==> src/rtl/cnn_pkg.sv <==
// Shared types and constants for the cnn_engine classifier.
package cnn_pkg;
   typedef enum logic [2:0] {IDLE, CONV, DRAIN, FC, DONE} state_t;
   typedef logic [7:0]  pix_t;
   typedef logic [31:0] word_t;
   localparam int unsigned SAT_SHIFT = 8;
endpackage

==> src/rtl/cnn_conv_lane.sv <==
// One convolution lane: 4-tap dot product, shift/saturate, POOL_SZ running max
// into 4 pooled bytes.
module cnn_conv_lane
   import cnn_pkg::*;
#(
   parameter int unsigned POOL_SZ = 4
) (
   input  logic            clk,
   input  logic            rst,
   input  logic            clear,
   input  logic            shift_en,
   input  logic [3:0][7:0] pixels,
   input  logic [3:0][7:0] kernel,
   output logic [3:0][7:0] pooled
);
   localparam int unsigned PW = (POOL_SZ > 1) ? $clog2(POOL_SZ) : 1;

   logic [17:0]   sum;
   logic [17:0]   shifted;
   pix_t          conv_sat;
   pix_t          conv_val;
   logic          conv_vld;
   logic [PW-1:0] sub_cnt;
   logic [1:0]    grp;

   always_comb begin
      sum = '0;
      for (int unsigned i = 0; i < 4; i++)
         sum = sum + 18'(pixels[i]) * 18'(kernel[i]);
      shifted  = sum >> SAT_SHIFT;
      conv_sat = (shifted > 18'd255) ? 8'hFF : shifted[7:0];
   end

   // Conv result is registered first; pooling consumes it one cycle later.
   always_ff @(posedge clk or posedge rst) begin
      if (rst) begin
         conv_val <= '0;
         conv_vld <= 1'b0;
         sub_cnt  <= '0;
         grp      <= '0;
         pooled   <= '0;
      end else if (clear) begin
         conv_vld <= 1'b0;
         sub_cnt  <= '0;
         grp      <= '0;
         pooled   <= '0;
      end else begin
         conv_vld <= shift_en;
         if (shift_en)
            conv_val <= conv_sat;
         if (conv_vld) begin
            if (conv_val > pooled[grp])
               pooled[grp] <= conv_val;
            if (sub_cnt == PW'(POOL_SZ - 1)) begin
               sub_cnt <= '0;
               grp     <= grp + 2'd1;
            end else begin
               sub_cnt <= sub_cnt + PW'(1);
            end
         end
      end
   end
endmodule

==> src/rtl/cnn_engine.sv <==
// Parametrised CNN classifier: register-file weights, parallel conv/pool lanes,
// sequential FC MAC with argmax. Optional score port via CNN_SCORE_OUT_EN.
module cnn_engine
   import cnn_pkg::*;
#(
   parameter  int unsigned NUM_KERNELS = 2,
   parameter  int unsigned NUM_SHAPES  = 4,
   parameter  int unsigned POOL_SZ     = 4,
   parameter  int unsigned ADDR_W      = 5,
   localparam int unsigned SCORE_W     = 16 + $clog2(NUM_KERNELS * 4)
) (
   input  logic              clk,
   input  logic              rst,
   input  logic              learn,
   input  logic              classify,
   input  logic              load_valid,
   input  logic [ADDR_W-1:0] load_addr,
   input  word_t             load_data,
   input  logic              pix_valid,
   output logic              pix_ready,
   input  logic [3:0][7:0]   pixels,
   output logic              busy,
   output logic              result_valid,
   output logic [7:0]        result
`ifdef CNN_SCORE_OUT_EN
   ,
   output logic [SCORE_W-1:0] score
`endif
);
   localparam int unsigned NK   = NUM_KERNELS;
   localparam int unsigned NS   = NUM_SHAPES;
   localparam int unsigned NWIN = 4 * POOL_SZ;
   localparam int unsigned KW   = (NK > 1) ? $clog2(NK) : 1;
   localparam int unsigned SW   = (NS > 1) ? $clog2(NS) : 1;
   localparam int unsigned WW   = $clog2(NWIN);

   state_t               state;
   logic [3:0][7:0]      kern   [NK];
   logic [3:0][7:0]      wmem   [NS][NK];
   logic [3:0][7:0]      pooled [NK];
   logic [WW-1:0]        win_cnt;
   logic                 drain_cnt;
   logic [SW-1:0]        s_cnt;
   logic [KW-1:0]        k_cnt;
   logic [1:0]           j_cnt;
   logic [SCORE_W-1:0]   acc;
   logic [SCORE_W-1:0]   best;
   logic [SW-1:0]        best_idx;

   logic                 load_en, hs, start;
   logic                 last_j, last_k, last_s;
   logic [15:0]          prod;
   logic [SCORE_W-1:0]   shape_total;
   logic                 upd;
   logic [SCORE_W-1:0]   nxt_best;
   logic [SW-1:0]        nxt_idx;

   always_comb begin
      load_en     = learn & load_valid & (state == IDLE);
      hs          = (state == CONV) & pix_valid;
      start       = (state == IDLE) & classify;
      last_j      = (j_cnt == 2'd3);
      last_k      = (k_cnt == KW'(NK - 1));
      last_s      = (s_cnt == SW'(NS - 1));
      prod        = 16'(pooled[k_cnt][j_cnt]) * 16'(wmem[s_cnt][k_cnt][j_cnt]);
      shape_total = acc + SCORE_W'(prod);
      // Strict compare keeps the lowest shape index on ties.
      upd         = last_j & last_k & (shape_total > best);
      nxt_best    = upd ? shape_total : best;
      nxt_idx     = upd ? s_cnt : best_idx;
   end

   for (genvar g = 0; g < NK; g++) begin : g_lane
      cnn_conv_lane #(.POOL_SZ(POOL_SZ)) u_lane (
         .clk      (clk),
         .rst      (rst),
         .clear    (start),
         .shift_en (hs),
         .pixels   (pixels),
         .kernel   (kern[g]),
         .pooled   (pooled[g])
      );
   end

   always_ff @(posedge clk or posedge rst) begin
      if (rst) begin
         state        <= IDLE;
         pix_ready    <= 1'b0;
         busy         <= 1'b0;
         result_valid <= 1'b0;
         result       <= '0;
`ifdef CNN_SCORE_OUT_EN
         score        <= '0;
`endif
         win_cnt      <= '0;
         drain_cnt    <= 1'b0;
         s_cnt        <= '0;
         k_cnt        <= '0;
         j_cnt        <= '0;
         acc          <= '0;
         best         <= '0;
         best_idx     <= '0;
         for (int unsigned k = 0; k < NK; k++) begin
            kern[k] <= '0;
            for (int unsigned s = 0; s < NS; s++)
               wmem[s][k] <= '0;
         end
      end else begin
         result_valid <= 1'b0;
         if (load_en) begin
            for (int unsigned k = 0; k < NK; k++) begin
               if (load_addr == ADDR_W'(k))
                  kern[k] <= load_data;
               for (int unsigned s = 0; s < NS; s++)
                  if (load_addr == ADDR_W'(NK + s * NK + k))
                     wmem[s][k] <= load_data;
            end
         end
         case (state)
            IDLE: if (classify) begin
               state     <= CONV;
               pix_ready <= 1'b1;
               busy      <= 1'b1;
               win_cnt   <= '0;
            end
            CONV: if (pix_valid) begin
               if (win_cnt == WW'(NWIN - 1)) begin
                  state     <= DRAIN;
                  pix_ready <= 1'b0;
                  drain_cnt <= 1'b0;
               end else begin
                  win_cnt <= win_cnt + WW'(1);
               end
            end
            DRAIN: if (drain_cnt) begin
               state    <= FC;
               s_cnt    <= '0;
               k_cnt    <= '0;
               j_cnt    <= '0;
               acc      <= '0;
               best     <= '0;
               best_idx <= '0;
            end else begin
               drain_cnt <= 1'b1;
            end
            FC: if (last_j) begin
               j_cnt <= '0;
               if (last_k) begin
                  // Final shape: outputs take the combinational argmax directly.
                  acc      <= '0;
                  best     <= nxt_best;
                  best_idx <= nxt_idx;
                  k_cnt    <= '0;
                  if (last_s) begin
                     state        <= DONE;
                     result_valid <= 1'b1;
                     result       <= 8'(nxt_idx);
`ifdef CNN_SCORE_OUT_EN
                     score        <= nxt_best;
`endif
                  end else begin
                     s_cnt <= s_cnt + SW'(1);
                  end
               end else begin
                  acc   <= shape_total;
                  k_cnt <= k_cnt + KW'(1);
               end
            end else begin
               acc   <= shape_total;
               j_cnt <= j_cnt + 2'd1;
            end
            DONE: begin
               state <= IDLE;
               busy  <= 1'b0;
            end
            default: state <= IDLE;
         endcase
      end
   end
endmodule

==> config.mk <==
export PLATFORM = sky130hd
export DESIGN_NAME = cnn_engine
export DESIGN_NICKNAME = d
export VERILOG_FILES = /design/src/rtl/cnn_pkg.sv /design/src/rtl/cnn_conv_lane.sv /design/src/rtl/cnn_engine.sv
export SDC_FILE = /design/constraint.sdc
export NUM_CORES = 2
export LEC_CHECK = 0
export ABC_CLOCK_PERIOD_IN_PS = 35100
export BUFFER_PORTS_ARGS = -buffer_cell sky130_fd_sc_hd__buf_2
export CORE_MARGIN = 5
export CORE_UTILIZATION = 55
export CTS_CLUSTER_SIZE = 14
export DETAILED_ROUTE_END_ITERATION = 6
export PLACE_DENSITY = 0.71
export SETUP_SLACK_MARGIN = 0.05
export SYNTH_ARGS = -nofsm -noshare
export SYNTH_HDL_FRONTEND = slang
export SYNTH_SLANG_ARGS = --single-unit
==> constraint.sdc <==
create_clock -name clk -period 35.1 [get_ports clk]
set_input_delay 3.51 -clock clk [delete_from_list [all_inputs] [get_ports clk]]
set_output_delay 3.51 -clock clk [all_outputs]
set_load 0.01 [all_outputs]
* Yosys cells after proc, flatten, opt, wreduce, memory -nomap -nowiden *
Cells that the tools add are included.

word-level totals
  bits in registers = 467
  input port bits = 75
  output and inout bits = 11
  word-level logic and storage cells = 269

cells by class
  $add $sub $neg = 15
  multipliers = 9
  order comparisons = 12
  equal/unequal tests = 28
  muxes and demuxes = 89
  bitwise logic cells = 9
  reduce and logical (&&, ||, !) cells = 39

operator list
  cell                                                            count
  2-to-1 mux 32 bit                                               12
  multiplier 8 x 8 -> 16 bit                                      9
  binary-select mux 64 bit (select 2 bit)                         1
  2-to-1 mux 64 bit                                               2
  2-to-1 mux 19 bit                                               6
  one-hot mux 19 bit (2 select lines)                             2
  adder 18 x 16 -> 18 bit                                         4
  binary-select mux 8 bit (select 2 bit)                          4
  bitwise mux 32 bit                                              2
  2-to-1 mux 8 bit                                                8
  2-to-1 mux 2 bit                                                20
  adder 16 x 16 -> 17 bit                                         2
  AND reduction 2 bit                                             17
  demux 8 bit (select 2 bit)                                      2
  2-to-1 mux 3 bit                                                7
  == test 5 x 3 -> 1 bit, second input constant                   4
  greater-than comparator 10 x 8 -> 1 bit, second input constant  2
  adder 19 x 16 -> 19 bit                                         1
  greater-than comparator 19 bit                                  1
  != test 2 bit, second input constant                            9
  nonzero test 2 bit                                              9
  greater-than comparator 8 bit                                   2
  AND reduction 4 bit                                             4
  adder 2 x 1 -> 2 bit, second input constant                     6
  31 further kinds                                                65

* Longest topological paths before layout *
  depth after elaboration = 17
  depth in mapped cells = 34
  depth with buffers taken out = 33

* Cells and area by module *
From an unflattened synthesis, not the netlist that was laid out.

unflattened totals
  cells, all modules = 3833
  area total of the unflattened synthesis = 42992.5 µm²

by module, submodules not included
  module                             instances  cells each  area an instance (µm²)  sequential area each (µm²)
  cnn_engine                         1          1455        20038.0                 9459.1
  cnn_conv_lane at g_lane[0].u_lane  1          1192        11483.5                 1126.1
  cnn_conv_lane at g_lane[1].u_lane  1          1186        11471.0                 1126.1

* Worst setup path after synthesis *
OpenSTA, ideal clock, no wires.

  kind = input-to-reg
  start = in pixels[4] (netlist name)
  end = reg g_lane[1].u_lane.conv_val[0]
  setup time = 0.150 ns
  arrival time = 11.486 ns
  required time = 34.950 ns
  setup slack = 23.464 ns
  cell stages on the path = 26
  path buffers = 1
  cell sequence = clkbuf_1 nand2_1 fa_1 fa_1 fa_1 inv_1 fa_1 fa_1 fa_1 ha_1 a2111oi_0 nor2_1 xnor2_1 ha_1 fa_1 inv_1 fa_1 fa_1 inv_1 ha_1 or3_1 o21ai_0 a21oi_1 o21ai_0 mux2i_1 a32oi_1

between the ends
  word-level cells in the longest chain between the ends = 6

ends and longest elaborated chain
  element                                  RTL line             source
  start: declaration                       cnn_engine.sv:21     input logic [3:0][7:0] pixels,
  multiplier 8 x 8 -> 16 bit *             cnn_conv_lane.sv:29  sum = sum + 18'(pixels[i]) * 18'(kernel[i]);
  adder 16 x 16 -> 17 bit *                cnn_conv_lane.sv:29
  adder 18 x 16 -> 18 bit * (2 in series)  cnn_conv_lane.sv:29
  greater-than comparator 10 x 8 -> 1 bit  cnn_conv_lane.sv:31  conv_sat = (shifted > 18'd255) ? 8'hFF : shifted[7:0];
  2-to-1 mux 8 bit *                       cnn_conv_lane.sv:31
  end signal: assignment                   cnn_conv_lane.sv:50  conv_val <= conv_sat;
  end: declaration                         cnn_conv_lane.sv:21  pix_t conv_val;

Every way passes the cells marked *; elsewhere a longest branch is shown, timed or not.
A chain may end at the register's enable or synchronous reset.

* Worst setup path in the final report *
  start = in pixels[5] (netlist name)
  end = reg g_lane[1].u_lane.conv_val[0]

The elaborated chain is that of the path after synthesis.

==> metrics.md <==
| Metric | Value |
|---|---|
| Leak | `22.7 nW` |
| Status | `finished clean` |
| Mapped cell area | `42500 um^2` |
| Max H-tree Level | `2` |
| Final instance area | `45600 um^2` |
| CP max FO | `16` |
| Max Root-Sink Buffers | `3` |
| Drt total wl | `98700 um` |
| Final worst-path cycle share | `0.338` |
| Hold buffers post-CTS | `0` |
| P&R area growth vs syn | `7.29%` |
| Slew Limit Headroom | `0.273` |
| DIE AREA | `82900 um^2` |
| Fin nets | `4749` |
| Final core occ | `0.591` |
| RSZ-0062 raised after global routing | `no` |
| CP Capture Type | `flip-flop` |
| Initial DRC count | `1698` |
| Die H | `288 um` |
| Starting Density | `0.551` |
| Vias in the first global route | `29.4k` |
| CTS clock-pin slew for the worst setup and hold paths | `0.06 ns` |
| Total gr overflow | `0` |
| Syn avg cell area | `11.0 um^2` |
| Largest net degree at the start of global routing | `120` |
| GPL Wtd Cong | `0.896` |
| Share of the synthesized area in the top cell type | `0.275` |
| First-pass GRT wire length | `162000 um` |
| Hold slack final | `0.473 ns` |
| Post-CTS Setup Bufs | `0` |
| Setup CP Type | `input pin to flip-flop` |
| Slew Viols, Final | `0` |
| Max_cap viols | `0` |
| Via Count | `27.6k` |
| Setup TNS | `0 ns` |
| Setup Skew | `0.0451 ns` |
| Post-synth EDFFs | `0` |
| Synth Register Bits | `467` |
| Total power draw | `2.09 mW` |
| Final Setup Violations | `0` |
| IO Port Bufs | `79` |
| GRT Overall Usage | `0.247` |
| Root buffer cell | `clkbuf_16` |
| Total clock sinks | `467` |
| HPWL after detailed placement | `73400 um` |
| Post-synthesis async set-or-reset flop share | `1.00` |
| Per-cell routed wire length | `20.0 um` |
| Synthesized netlist cell count | `3860` |
| Post-route DRC | `0` |
| Min Tclk post-route | `11.85 ns` |
| Placed Area | `43800 um^2` |
| Cell Pwr Density | `45.9 nW/um^2` |
| Hold/Removal Path Class | `flip-flop to flip-flop` |
| Fmax | `84.4 MHz` |
| Sequential area share after synthesis | `0.275` |
| Final-report hold violation count | `0` |
| Clock Latency Late Sink | `0.63 ns` |
| CP startpoint kind | `input pin` |
| Antenna viol nets, final | `0` |
| Floorplan row count | `102` |
| Slew @ Worst Pin | `1.09 ns` |
| CTS tree | `yes` |
| Initial antenna violation count | `6` |
| Most area-hungry cell type in the Yosys netlist | `dfrtp_1` |
| Critical Path RT | `35.54 ns` |
| VDD IR max | `0.0451 mV` |
| Largest cells by area after synthesis | `dfrtp_1 (28%), fa_1 (22%), ha_1 (10%), mux2_2 (8.8%), inv_1 (5.9%)` |
| IO Pins | `86` |
| R2R Setup Slk | `25.33 ns` |
| PostCTS Resize Cnt | `0` |
| Count of cell types in the netlist | `69` |
| Critical Path AT | `12.29 ns` |
| Total core area | `77100 um^2` |
| Main synth FF type | `dfrtp_1` |
| Warnings, synthesis | `0` |
| Die width | `288 um` |
| Total CTS buffers | `50` |
| Layout cells sized above 1 | `0.173` |
| Vias/cell | `5.59` |
| DR pass1 iterations | `5` |
[metal layers]
layer | routed length, um | part of all wire | up-vias | GRT usage
met4 | 2960 | 0.030 | 10 | 0.0636
met3 | 5600 | 0.057 | 137 | 0.0429
li1 | - | - | 12500 | -
met5 | 60 | 0.00061 | - | 0
met1 | 43800 | 0.44 | 14300 | 0.349
met2 | 46300 | 0.47 | 643 | 0.400
[layout by cell type, fill, tap and decap left out, types with 9 or more instances in the layout]
cell,n
a21o_1,21
a21oi_1,58
a22o_1,23
a31oi_1,10
and2_1,291
and3_1,13
buf_2,79
buf_4,23
clkbuf_16,50
clkbuf_8,9
clkinv_2,12
dfrtp_1,463
fa_1,468
ha_1,351
inv_1,672
mux2_2,332
mux2i_1,87
mux4_2,112
nand2_1,313
nand2b_1,14
nand3_1,26
nand4_1,16
nor2_1,138
nor2b_1,25
nor3_1,24
o211ai_1,11
o21a_1,9
o21ai_0,37
or3_1,12
xnor2_1,30
xor2_1,18
[final cells by class]
cell class                      count  area, um^2
Antenna cell                        2        5.00
Clock buffer                       64        1390
Clock inverter                     28         415
Fill cell                        6364       31500
Inverter                          673        2530
Multi-Input combinational cell   2561       27700
Sequential cell                   467       11700
Tap cell                         1040        1300
Timing Repair Buffer              102         568
[worst paths after layout]
kind	from	endpoint	cells after the start
worst min-delay path	result[1]$_DFFE_PP0P_	result[1]$_DFFE_PP0P_	2
max in group asynchronous	rst	g_lane[0].u_lane.conv_val[1]$_DFFE_PP0P_	4
min in group asynchronous	rst	wmem[73]$_DFFE_PP0P_	2
worst max-delay path	pixels[5]	g_lane[1].u_lane.conv_val[0]$_DFFE_PP0P_	26
worst min register to register	result[1]$_DFFE_PP0P_	result[1]$_DFFE_PP0P_	2
worst max register to register	s_cnt[0]$_DFFE_PP0P_	best[6]$_DFFE_PP0P_	26
[flip-flops by register name (all words and copies together) (netlist names)]
register,count
g_lane.u_lane.conv_vld,1
s_cnt,2
best_idx,2
result,2
g_lane.u_lane.pooled,64
state,3
win_cnt,4
acc,19
k_cnt,1
wmem,256
g_lane.u_lane.sub_cnt,4
j_cnt,2
kern,64
best,19
result_valid,1
g_lane.u_lane.conv_val,16
g_lane.u_lane.grp,4
drain_cnt,1
pix_ready,1
busy,1
[synthesized netlist by cell type (4+ instances only)]
library cell and n:
ha_1 351, nor2_1 144, o21ai_1 4, buf_2 26
buf_4 6, xnor2_1 30, mux2i_1 87, mux4_2 112
clkbuf_1 89, nand3_1 28, or3_1 12, nor4_1 8
or4_1 6, dfrtp_1 467, o21bai_1 6, a31oi_1 10
mux2_2 332, and3_1 13, a211oi_1 8, a21oi_1 59
nor2b_1 25, xor2_1 18, fa_1 468, nor3_1 26
o21a_1 9, nand2_1 313, buf_1 40, o31ai_1 6
o22a_1 5, inv_1 673, o211ai_1 11, nand4_1 16
and4_1 4, o21ai_0 37, a22o_1 23, a211oi_2 8
a21o_1 21, and2_1 291, nand2b_1 14, a2111oi_0 4
[where the power goes]
group          internal, mW  switching [mW]
Sequential            0.616           0.101
Combinational         0.351           0.453
Clock                 0.337           0.237
[metrics by stage]
step / std cells / setup WS, ns
2_1_floorplan: 3865 / 18.57
3_5_place_dp: 4843 / 22.69
4_1_cts: 4935 / 23.33
5_1_grt: 4935 / 22.79
6_report: 4937 / 23.25
3_3_place_gp: 4843 / 22.77
[logic make-up (layout without fill, tap and decap cells)]
family,after synthesis,after routing,synth area share
compound gates,243,243,0.0403
buf+inv,837,867,0.0758
other cells,1,8,0.0000883
flops,467,467,0.275
xor+xnor,48,48,0.00989
simple gates,911,911,0.106
fa+ha+maj,819,819,0.324
mux,534,534,0.169
[critical path, cell delays in order]
cell       delay [ns]
buf_2            0.34
nand2_1          0.15
fa_1             0.52
fa_1             0.52
fa_1             0.51
inv_1            0.05
fa_1             0.55
fa_1             0.43
fa_1             0.44
ha_1             0.34
a2111oi_0        0.77
nor2_1           0.14
xnor2_1          0.22
ha_1             0.28
fa_1             0.51
inv_1            0.05
fa_1             0.49
fa_1             0.49
inv_1            0.05
ha_1             0.34
or3_1            0.38
o21ai_0          0.11
a21oi_1          0.12
o21ai_0          0.24
mux2i_1          0.55
a32oi_1          0.18
(Power assumes the default switching activity.)
